===== src/rtl/servant_uart_tx.sv =====
// servant_uart_tx: Wishbone-slave 8N1 UART transmitter.
// The CPU pushes bytes into a small circular FIFO. An FSM shifts each byte out
// LSB-first on o_tx at DIV clock cycles per bit. Queued bytes are sent with no
// idle gap between frames.
//
// Ports:
//   i_clk     system clock
//   i_rst     synchronous, active-high reset
//   i_wb_cyc  bus cycle request (held by the master until ack)
//   i_wb_we   1 = push i_wb_dat into the FIFO, 0 = read the status word
//   i_wb_dat  byte to transmit
//   o_wb_rdt  registered status word:
//             bit0 busy, bit1 full, bit2 empty, bit3 overflow (sticky,
//             cleared by a read), bits[15:8] FIFO count
//   o_wb_ack  one-cycle acknowledge
//   o_tx      serial line, idle high, registered
module servant_uart_tx #(
  parameter int unsigned DIV   = 139,
  parameter int unsigned DEPTH = 4
) (
  input  logic        i_clk,
  input  logic        i_rst,
  input  logic        i_wb_cyc,
  input  logic        i_wb_we,
  input  logic [7:0]  i_wb_dat,
  output logic [31:0] o_wb_rdt,
  output logic        o_wb_ack,
  output logic        o_tx
);

  localparam int unsigned AW = $clog2(DEPTH);
  localparam int unsigned CW = $clog2(DEPTH) + 1;
  localparam logic [15:0] BIT_LAST = 16'(DIV - 1);

  typedef enum logic [1:0] {IDLE, START, DATA, STOP} state_t;

  state_t      state, state_n;
  logic [15:0] baud, baud_n;
  logic [2:0]  idx, idx_n;
  logic [7:0]  shift, shift_n;
  logic        tx_n;
  logic        pop;

  logic [7:0]    mem [DEPTH];
  logic [AW-1:0] rd_ptr, wr_ptr;
  logic [CW-1:0] count;
  logic          overflow;

  logic        strobe, wr_stb, rd_stb;
  logic        full, empty, push, bit_end;
  logic [7:0]  head;
  logic [31:0] status;

  assign strobe  = i_wb_cyc & ~o_wb_ack;
  assign wr_stb  = strobe & i_wb_we;
  assign rd_stb  = strobe & ~i_wb_we;
  assign full    = (count == CW'(DEPTH));
  assign empty   = (count == '0);
  // Fullness is judged on the pre-edge count, so a same-cycle pop does not
  // make room for a write that finds the FIFO full.
  assign push    = wr_stb & ~full;
  assign head    = mem[rd_ptr];
  assign bit_end = (baud == '0);
  assign status  = {16'h0000, 8'(count), 4'h0, overflow, empty, full,
                    (state != IDLE)};

  // Bus side: acknowledge, status register, overflow flag, FIFO bookkeeping.
  always_ff @(posedge i_clk) begin
    if (i_rst) begin
      o_wb_ack <= 1'b0;
      o_wb_rdt <= '0;
      overflow <= 1'b0;
      rd_ptr   <= '0;
      wr_ptr   <= '0;
      count    <= '0;
    end else begin
      o_wb_ack <= i_wb_cyc & ~o_wb_ack;
      if (rd_stb) begin
        o_wb_rdt <= status;
        overflow <= 1'b0;
      end else if (wr_stb) begin
        o_wb_rdt <= '0;
        if (full)
          overflow <= 1'b1;
      end
      if (push)
        wr_ptr <= wr_ptr + 1'b1;
      if (pop)
        rd_ptr <= rd_ptr + 1'b1;
      case ({push, pop})
        2'b10:   count <= count + 1'b1;
        2'b01:   count <= count - 1'b1;
        default: count <= count;
      endcase
    end
  end

  always_ff @(posedge i_clk) begin
    if (push)
      mem[wr_ptr] <= i_wb_dat;
  end

  // Serializer state register.
  always_ff @(posedge i_clk) begin
    if (i_rst) begin
      state <= IDLE;
      baud  <= '0;
      idx   <= '0;
      shift <= '0;
      o_tx  <= 1'b1;
    end else begin
      state <= state_n;
      baud  <= baud_n;
      idx   <= idx_n;
      shift <= shift_n;
      o_tx  <= tx_n;
    end
  end

  // Serializer next state. Every bit period starts by loading DIV-1 into the
  // baud counter; the bit ends on the cycle the counter reads zero.
  always_comb begin
    state_n = state;
    baud_n  = bit_end ? baud : baud - 1'b1;
    idx_n   = idx;
    shift_n = shift;
    tx_n    = o_tx;
    pop     = 1'b0;
    case (state)
      IDLE: begin
        if (!empty) begin
          pop     = 1'b1;
          shift_n = head;
          tx_n    = 1'b0;
          baud_n  = BIT_LAST;
          state_n = START;
        end
      end
      START: begin
        if (bit_end) begin
          idx_n   = '0;
          tx_n    = shift[0];
          baud_n  = BIT_LAST;
          state_n = DATA;
        end
      end
      DATA: begin
        if (bit_end) begin
          baud_n = BIT_LAST;
          if (idx == 3'd7) begin
            tx_n    = 1'b1;
            state_n = STOP;
          end else begin
            shift_n = shift >> 1;
            idx_n   = idx + 1'b1;
            tx_n    = shift[1];
          end
        end
      end
      STOP: begin
        if (bit_end) begin
          // Chain straight into the next start bit when a byte is waiting.
          if (!empty) begin
            pop     = 1'b1;
            shift_n = head;
            tx_n    = 1'b0;
            baud_n  = BIT_LAST;
            state_n = START;
          end else begin
            state_n = IDLE;
          end
        end
      end
      default: state_n = IDLE;
    endcase
  end

endmodule


===== config.mk =====
export PLATFORM = sky130hd
export DESIGN_NAME = servant_uart_tx
export DESIGN_NICKNAME = d
export VERILOG_FILES = /design/src/rtl/servant_uart_tx.sv
export SDC_FILE = /design/constraint.sdc
export NUM_CORES = 1
export LEC_CHECK = 0
export ABC_CLOCK_PERIOD_IN_PS = 4300
export CAP_MARGIN = 0
export CELL_PAD_IN_SITES_DETAIL_PLACEMENT = 1
export CELL_PAD_IN_SITES_GLOBAL_PLACEMENT = 2
export CORE_MARGIN = 5
export CORE_UTILIZATION = 31
export DETAILED_ROUTE_END_ITERATION = 10
export GPL_TIMING_DRIVEN = 0
export HOLD_SLACK_MARGIN = 0.06
export PLACE_DENSITY_LB_ADDON = 0.1
export SYNTH_ARGS = -nofsm -noshare
export SYNTH_HDL_FRONTEND = slang
export SYNTH_SLANG_ARGS = --single-unit
export TNS_END_PERCENT = 100

===== constraint.sdc =====
create_clock -name i_clk -period 4.3 [get_ports i_clk]
set_input_delay 0.86 -clock i_clk [delete_from_list [all_inputs] [get_ports i_clk]]
set_output_delay 0.86 -clock i_clk [all_outputs]
set_load 0.01 [all_outputs]

==> summary.md, run 1 <==
| Metric | Value |
|---|---|
| Final GP Congestion | `0.756` |
| Clock Pin Slew Worst Setup and Hold Paths | `approximately 60 ps` |
| Min-Delay Path Class | `flop to flop` |
| Hold Path Origin | `o_tx` |
| Final WL | `~8400 um` |
| Synth Area per Inst | `10.7 sq um` |
| Crit path DAT | `3560 ps` |
| Max_cap viols | `0` |
| Most frequent cells after synthesis | `48 x dfxtp_1, 36 x nor2_1, 32 x edfxtp_1` |
| RSZ-0062 raised after global routing | `false` |
| Die Y | `121 um` |
| Avg WL per Cell | `15.0 um` |
| Worst Setup Start Kind | `flop` |
| Layout cells sized above 1 | `14.7%` |
| Core area | `0.0120 sq mm` |
| Clock Skews | `5.26 ps` |
| F_max | `between 0.3 and 0.4 GHz` |
| Required time of the worst setup path | `4570 ps` |
| Startpoint of the worst-slack reg-to-reg timing path | `baud[0]` |
| Area leader, netlist | `dfxtp_1` |
| Synth-to-layout area growth | `19.5%` |
| Initial Utilization | `between 30% and 40%` |
| Max-slew violations | `0` |
| CP Max Fanout | `5` |
| Period Utilization, post-route | `between 70% and 80%` |
| Antenna diodes | `0` |
| Via Count | `2678` |
| Final setup viols | `0` |
| Port bufs | `19` |
| Maximum clock path buffer count | `2` |
| Worst VDD drop | `0.270 mV` |
| Synth top area share | `around a quarter` |
| Area occupied by multi-input gates | `0.00168 sq mm` |
| Global-route wire length before repair | `14000 um` |
| Cts bufs inserted | `9` |
| Fraction of registers with async set/reset | `0%` |
| Post-layout nets | `436` |
| Num ports | `46` |
| DRC | `0` |
| DRT Pass-1 Iters | `4` |
| Total Routing Usage GR | `12.3%` |
| Fill count | `1370` |
| Worst setup path category | `flop to flop` |
| Sequential area share after synthesis | `50.4%` |
| Most used flip-flop cell after synthesis | `dfxtp_1` |
| Slew @ Worst Pin | `a little under 900 ps` |
| Cell leakage power | `1.70 nW` |
| Die area | `0.0146 sq mm` |
| Antenna violations before repair | `0` |
| CTS Hold Bufs | `0` |
| Sum of negative setup slack | `0 ps` |
| Depth of the CTS H-tree | `3` |
| Placed inst area | `0.00428 sq mm` |
| Via-per-instance ratio | `4.77` |
| PwrDens | `707 mW/mm^2` |
| Total area of sequential cells | `0.00192 sq mm` |
| Crit-path max cell delay | `600 ps` |
| Final hold violation count | `0` |
| Design area | `0.00456 sq mm` |
| Post-CTS sizing | `0` |
| Worst hold margin | `488 ps` |
| Critical Path, Cell by Cell | `inv_1, ha_1, or3b_1, or4_4, o21ai_2, ha_1, inv_1, fa_1, xor2_1, or3_1, a21oi_1` |
| Slew HR | `approximately 40%` |
| EDFF count, synth | `32` |
| Vias in the first global route | `2760` |
| Syn Inst Count | `355` |
| Most frequent cell after synthesis | `dfxtp_1` |
| CTS tree | `yes` |
| ANT nets after route | `0` |
| Synth top area cells | `dfxtp_1 25%, edfxtp_1 25%, buf_4 4.9%` |
| Crit path from | `baud[0]` |
| Hpwl dp | `6170 um` |
| Setup Buffers After CTS | `0` |
| Slowest library cell on the worst path | `or4_4` |
| Cell row count | `40` |
| Worst setup EP type | `flop` |
| Grt ovf | `0` |
| Seq cells post-synth | `80` |
| Clock sinks | `80` |
| Die Width | `121 um` |
| Min Tclk post-route | `3290 ps` |
| Final Power | `3.22 mW` |
| Clk_lat worst skew | `340 ps` |
| First DRT Iteration DRCs | `93` |
| Cell area after synthesis | `0.00381 sq mm` |
| Root Driver | `clkbuf_16` |
| Final core utilization | `37.9%` |
| Pin count of the biggest net entering global routing | `16` |
| Outcome | `finished, final reports clean` |
| Synth unique cells | `54` |
| Synth warn | `0` |
[path summary, 6_finish.rpt]
| check | to | slack (ps) | depth (start not counted) |
|---|---|---|---|
| worst min register to register | o_tx | 490 | 2 |
| worst max-delay path | count[2] | 1010 | 11 |
| worst min-delay path | o_tx | 490 | 2 |
| worst max register to register | count[2] | 1010 | 11 |
[cells in the final DEF, fill, tap and decap left out, drive strengths merged, types with 8 or more instances in the layout]
| cell type | Yosys | layout |
|---|---|---|
| clkbuf | 11 | 20 |
| buf | 30 | 30 |
| ha | 14 | 14 |
| mux2i | 9 | 9 |
| nor2 | 37 | 37 |
| nand2 | 12 | 12 |
| conb | 1 | 25 |
| dfxtp | 48 | 48 |
| clkdlybuf4s50 | 0 | 19 |
| xnor2 | 8 | 8 |
| a211oi | 8 | 8 |
| inv | 14 | 17 |
| nor3 | 11 | 11 |
| mux4 | 8 | 8 |
| a21oi | 31 | 31 |
| edfxtp | 32 | 32 |
[routing by layer]
layer / wire [um] / up-vias / GRT usage, % / share of wire, %
met3: 383 / 9 / 4.57 / 4.5
met5: 0 / - / 0 / 0
met4: 104 / 0 / 3.82 / 1.2
met1: 3910 / 1284 / 14.8 / 46
li1: - / 1349 / - / -
met2: 4030 / 36 / 20.5 / 48
[cell type report]
| class | count | area share, % |
|---|---|---|
| inverters | 14 | 1.15 |
| clock inverters | 7 | 1.21 |
| clock buffers | 9 | 4.94 |
| flip-flops and latches | 80 | 42.2 |
| plain buffers | 41 | 5.49 |
| multi-input cells | 244 | 36.8 |
| repair buffers | 19 | 4.17 |
| well taps | 147 | 4.04 |
[flip-flops by register name, summed over array words and instances (netlist names), named ones only]
name and flops:
shift 8, o_wb_ack 1, idx 3, o_wb_rdt 7, rd_ptr 2, state 2
o_tx 1, wr_ptr 2, overflow 1, count 3, mem 32, baud 16
[through the flow]
| step | cells | setup WS (ps) |
|---|---|---|
| floorplan | 379 | 1300 |
| global placement | 545 | 947 |
| detailed placement | 545 | 944 |
| CTS | 561 | 963 |
| global route | 561 | 837 |
| finish | 561 | 1010 |
[cell families (layout without fill, tap and decap cells)]
group	count (synthesis)	count (layout)	synth area share, %
adders and majority gates	15	15	5.12
and+or+nand+nor	100	100	13.6
xor gates and xnor gates	13	13	2.99
AOI/OAI and AO/OA	73	73	12.5
other	1	25	0.0983
buffers and inverters	55	90	7.94
muxes	18	18	7.38
DFF	80	80	50.4
[critical path: cells and delay by family (launching register included)]
family	cells	cell delay, ps
buffers and inverters	2	160
XOR/XNOR	1	170
adder cells (fa/ha/maj)	3	800
AND/OR/NAND/NOR	3	1370
AO/OA/AOI/OAI	2	400
flip-flops	1	310
[where the power goes]
part	leakage [nW]	internal (mW)	switching (mW)
clock network	0.140	0.398	0.329
registers	0.682	0.924	0.107
logic	0.874	0.582	0.880
total	1.70	1.90	1.32
(Power assumes the default switching activity.)
==> inputs of run 2 (changes only) <==
ABC_CLOCK_PERIOD_IN_PS = 2700   (was 4300)
clock period = 2.7 ns   (was 4.3 ns; I/O delays follow)
==> run 2 against run 1 <==
Against the previous run:
- the run now ends with setup timing left
- power rose by 75%
- maximum frequency rose by 15%
- die area did not move
- clock-buffer cell count did not move
- sequential share of layout area fell by 1.5 points
==> summary.md, run 2 (synthesis gave the netlist of run 1 again) <==
| Metric | Value |
|---|---|
| Clk pwr share | `24.4%` |
| Placed inst area | `0.00431 sq mm` |
| Failing checks | `setup timing` |
| Biggest register | `mem` |
| Initial Utilization | `31.8%` |
| Global-route wire length before repair | `14300 um` |
| Outcome | `finished, violations left` |
| Vias in the first global route | `around 2800` |
| Cell row count | `40` |
| Logic pwr share | `46.4%` |
| Reg-to-reg slack, setup | `-150 ps` |
| Clock sinks | `80` |
| Int Pwr | `between 3 and 4 mW` |
| Max reg flops | `32` |
| Core area | `0.0120 sq mm` |
| Num ports | `46` |
| Final Power | `5.63 mW` |
| RSZ-0062 raised after global routing | `true` |
| Most common cell type on the critical path | `or4_4` |
| Final WL | `8530 um` |
| FF-to-FF path depth | `9` |
| Startpoint of the worst-slack reg-to-reg timing path | `baud[7]` |
| Die Y | `121 um` |
| Antenna diodes | `0` |
| Maximum clock path buffer count | `2` |
| Clock Pin Slew Worst Setup and Hold Paths | `roughly 70 ps` |
| Critical Path, Cell by Cell | `or4_4, or4_4, o21ai_4, ha_4, inv_2, fa_2, xor2_1, or3_1, a21oi_1` |
| Part of the power in registers | `29.3%` |
| Slew @ Worst Pin | `744 ps` |
| Design area | `~0.0047 sq mm` |
| Switching portion of total power | `39.4%` |
| Worst VDD drop | `0.350 mV` |
| Period Utilization, post-route | `106%` |
| # placed instances | `around 550` |
| Worst hold stages | `2` |
| Slowest library cell on the worst path | `or4_4` |
| CP Max Fanout | `4` |
| Antenna violations before repair | `1` |
| PwrDens | `1190 mW/mm^2` |
| Final setup margin | `-154 ps` |
| Worst setup EP type | `flop` |
| Commonest non-fill, non-tap cell in the layout | `dfxtp_1` |
| Cell leakage power | `1.77 nW` |
| Cts bufs inserted | `9` |
| Root Driver | `clkbuf_16` |
| CTS tree | `yes` |
| DRT Pass-1 Iters | `4` |
| F_max | `approximately 0.35 GHz` |
| Synth-to-layout area growth | `24.3%` |
| RR Endpoint | `count[2]` |
| Clock Skews | `8.16 ps` |
| Min-Delay Path Class | `flop to flop` |
| Avg WL per Cell | `15.0 um` |
| Layout cells sized above 1 | `between 20 and 25%` |
| Required time of the worst setup path | `2970 ps` |
| DRC | `0` |
| Total Routing Usage GR | `12.3%` |
| CP endpoint | `count[2]` |
| Hpwl dp | `6030 um` |
| Worst setup path category | `flop to flop` |
| Final cell count without fillers | `569` |
| Min Tclk post-route | `2850 ps` |
| Depth of the CTS H-tree | `3` |
| Total area of sequential cells | `just under 0.002 sq mm` |
| Sw power | `2.22 mW` |
| Port bufs | `19` |
| Commonest non-fill, non-tap cells in the layout | `44 x dfxtp_1, 35 x nor2_1, 34 x buf_4` |
| Final core utilization | `39.5%` |
| Die Width | `around 120 um` |
| Slew HR | `50.0%` |
| Sum of negative setup slack | `-166 ps` |
| Worst Setup Start Kind | `flop` |
| Worst hold margin | `around 500 ps` |
| Post-layout nets | `between 400 and 500` |
| Crit path DAT | `3120 ps` |
| Final setup viols | `2` |
| Crit path from | `baud[7]` |
| Via-per-instance ratio | `4.77` |
| Clk_lat worst skew | `approximately 340 ps` |
| Area occupied by multi-input gates | `0.00174 sq mm` |
| Grt ovf | `0` |
| Largest regs | `mem: 32 flops, baud: 16 flops, shift: 8 flops` |
| Max-slew violations | `0` |
| Final hold violation count | `0` |
| Final GP Congestion | `0.727` |
| First DRT Iteration DRCs | `121` |
| Pin count of the biggest net entering global routing | `17` |
| Fill count | `around 1300` |
| Via Count | `between 2000 and 3000` |
| Die area | `0.0146 sq mm` |
| Dpl ws | `-416 ps` |
| Max_cap viols | `0` |
| ANT nets after route | `0` |
| Crit-path max cell delay | `about 560 ps` |
run 2: cell type report:
type	instances	share of cell area (%)
plain buffers	40	5.20
multi-input cells	244	36.7
repair buffers	28	5.44
inverters	14	1.11
flip-flops and latches	80	40.7
clock buffers	9	4.75
clock inverters	7	2.24
well taps	147	3.88
run 2: worst min-delay path by stage:
stage	start	to	slack, ps
floorplan	idx[1]	idx[1]	450
global placement	idx[2]	idx[2]	470
detailed placement	idx[1]	idx[1]	470
CTS	idx[1]	idx[1]	490
global route	idx[1]	idx[1]	500
finish	o_tx	o_tx	490
run 2: power groups by stage:
stage                     logic (mW)  registers [mW]  clock network, mW
after floorplan                 1.86            1.63                  0
after global placement          2.42            1.67                  0
after detailed placement        2.43            1.67                  0
after CTS                       2.57            1.65               1.42
after global routing            2.95            1.68               1.47
final                           2.61            1.65               1.37
run 2: routing by layer:
metal / track usage (%) / vias up / part of all wire, % / wire length (um)
met5: 0 / - / 0.13 / 11
met4: 4.11 / 2 / 1.3 / 114
met3: 3.54 / 12 / 3.9 / 332
met2: 20.2 / 40 / 48 / 4090
met1: 15.6 / 1298 / 47 / 3970
li1: - / 1361 / - / -
run 2: critical path, delay by kind of cell, from the launching register on:
kind	cells	cell delay (ps)
AND/OR/NAND/NOR	3	1420
flip-flops	1	340
AO/OA/AOI/OAI	2	350
XOR/XNOR	1	150
buffers and inverters	1	30
adder cells (fa/ha/maj)	2	490
run 2: repair_timing:
item | in CTS | in global routing
resized for setup | 6 | 5
setup buffers | 7 | 2
pin swaps | 7 | 5
endpoints found under the setup margin | 3 | 5
hold buffers | 0 | 0
==> inputs of run 3 (changes only) <==
CORE_MARGIN = 2   (was 5)
==> run 3 against run 2 <==
Against the previous run:
- the flow still finishes with violations (setup timing)
- non-clock buffer count is 4 higher
- die area is 9.7% lower
- first-iteration DRC count decreased by 34%
- wire length fell by 1.3%
- clock-buffer cell count unchanged
- sequential power barely moved
- sequential share of layout area grew 0.22 points
- critical endpoint unchanged
==> summary.md, run 3 (synthesis gave the netlist of run 1 again) <==
| Metric | Value |
|---|---|
| RSZ-0062 raised after global routing | `true` |
| Final GP Congestion | `about 0.74` |
| Sw power | `~2.2 mW` |
| Min Tclk post-route | `2820 ps` |
| Crit path DAT | `about 3100 ps` |
| Worst hold stages | `1` |
| Max_cap viols | `0` |
| Worst setup EP type | `flop` |
| Clock Skews | `5.97 ps` |
| Commonest non-fill, non-tap cells in the layout | `45 x dfxtp_1, 37 x buf_4, 35 x nor2_1` |
| CTS Hold Bufs | `0` |
| DRC | `0` |
| Initial Utilization | `31.8%` |
| Worst setup path category | `flop to flop` |
| Sum of negative setup slack | `-125 ps` |
| Failing checks | `setup timing` |
| F_max | `0.354 GHz` |
| Met2 usage in global routing | `between 20% and 30%` |
| Met3 GRT Util | `3.37%` |
| ANT nets after route | `0` |
| Final WL | `8410 um` |
| Final setup margin | `-125 ps` |
| Commonest non-fill, non-tap cell in the layout | `dfxtp_1` |
| Worst Setup Start Kind | `flop` |
| Logic pwr share | `48.7%` |
| Worst VDD drop | `0.352 mV` |
| Root Driver | `clkbuf_16` |
| Cell row count | `40` |
| Period Utilization, post-route | `105%` |
| Die area | `0.0132 sq mm` |
| Clock Pin Slew Worst Setup and Hold Paths | `60 ps` |
| Global-route wire length before repair | `13900 um` |
| Final setup viols | `1` |
| Die Y | `115 um` |
| Reg-to-reg slack, setup | `-120 ps` |
| FF-to-FF path depth | `9` |
| Avg WL per Cell | `14.7 um` |
| Hold Path Origin | `idx[1]` |
| Fill count | `1344` |
| Num ports | `46` |
| Largest regs | `mem: 32 flops, baud: 16 flops, shift: 8 flops` |
| Hold Path End | `idx[1]` |
| Clk pwr share | `approximately a fifth` |
| Part of the power in registers | `30.3%` |
| Vias in the first global route | `~2700` |
| Die Width | `115 um` |
| Synth-to-layout area growth | `23.5%` |
| Slew @ Worst Pin | `726 ps` |
| Depth of the CTS H-tree | `3` |
| DRT Pass-1 Iters | `4` |
| Slew HR | `51.2%` |
| Min-Delay Path Class | `flop to flop` |
| CP Max Fanout | `4` |
| Clock sinks | `80` |
| Final core utilization | `39.2%` |
| Antenna violations before repair | `0` |
| Port bufs | `19` |
| Clk_lat worst skew | `340 ps` |
| Final hold violation count | `0` |
| Via Count | `2714` |
| Pin count of the biggest net entering global routing | `16` |
| Max reg flops | `32` |
| Required time of the worst setup path | `roughly 3000 ps` |
| Maximum clock path buffer count | `2` |
| Antenna diodes | `0` |
| Hpwl dp | `between 6000 and 7000 um` |
| Outcome | `finished, violations left` |
| Met1 usage in global routing | `~18%` |
| Max-slew violations | `0` |
| Core area | `0.0120 sq mm` |
| Cts bufs inserted | `9` |
| CTS tree | `yes` |
| Cell leakage power | `1.75 nW` |
| Switching portion of total power | `40.5%` |
| Int Pwr | `3.25 mW` |
| RR Endpoint | `count[2]` |
| Via-per-instance ratio | `between 4 and 5` |
| Post-layout nets | `448` |
| Startpoint of the worst-slack reg-to-reg timing path | `baud[7]` |
| Total Routing Usage GR | `around 14%` |
| GRT busiest layer | `met2` |
| PwrDens | `1160 mW/mm^2` |
| Grt ovf | `0` |
| First DRT Iteration DRCs | `80` |
| Biggest register | `mem` |
| Layout cells sized above 1 | `about a fifth` |
-- run 3: cell count changes in the layout (fill, tap and decap cells not counted), sizes merged --
cell	previous run	this run
clkbuf	19	20
clkinv	0	1
clkinvlp	0	3
bufinv	2	0
inv	19	17
buf	39	42
-- run 3: worst max-delay path, cell delays in order, from the launching register on --
cell,delay [ps]
dfxtp_2,340
or4_4,560
or4_4,560
o21ai_4,190
ha_4,160
inv_2,30
fa_2,320
xor2_1,150
or3_1,320
a21oi_2,110
-- run 3: metal layers --
layer  part of all wire [%]  vias up
met5                      0        -
met4                    1.7        0
met3                    3.3       13
met2                     47       35
met1                     48     1289
li1                       -     1377
-- run 3: final cells by class --
| class | count | area (sq um) | share of cell area (%) |
|---|---|---|---|
| multi-input combinational | 244 | 1740 | 36.9 |
| inverter | 14 | 52.6 | 1.12 |
| clock inverter | 7 | 55.1 | 1.17 |
| buffer | 41 | 250 | 5.31 |
| clock buffer | 9 | 225 | 4.78 |
| tap | 147 | 184 | 3.90 |
| sequential | 80 | 1930 | 40.9 |
| timing repair buffer | 31 | 280 | 5.95 |
-- run 3: how the worst max path moves through the flow --
stage / from / depth (start not counted) / endpoint
2_1_floorplan: baud[9] / 9 / count[2]
3_3_place_gp: i_wb_we / 9 / count[2]
3_5_place_dp: i_wb_we / 9 / count[2]
4_1_cts: baud[0] / 11 / count[2]
5_1_grt: baud[7] / 9 / count[2]
6_report: baud[7] / 9 / count[2]
-- run 3: timing repair --
item                                    CTS  global route
pin swaps                                 6             6
endpoints found under the setup margin    3             6
buffers inserted                          8             4
gates resized for setup                   7             3
cloned                                    0             0
-- run 3: power groups by stage --
stage | Clock [mW] | Sequential, mW | Combinational, mW
after floorplan | 0 | 1.63 | 1.86
after global placement | 0 | 1.67 | 2.42
after detailed placement | 0 | 1.67 | 2.43
after CTS | 1.19 | 1.65 | 2.58
after global routing | 1.25 | 1.69 | 2.96
final | 1.15 | 1.65 | 2.66
-- run 3: metrics by stage --
stage | std cells | hold slack, ps | instance area [sq um] | power (mW) | setup slack (ps)
global route | 573 | 514 | 4710 | 5.90 | -261
CTS | 569 | 495 | 4670 | 5.42 | -183
floorplan | 379 | 454 | 3930 | 3.49 | -49.7
finish | 573 | 488 | 4710 | 5.46 | -125
global placement | 545 | 469 | 4310 | 4.09 | -372
detailed placement | 545 | 475 | 4310 | 4.10 | -462
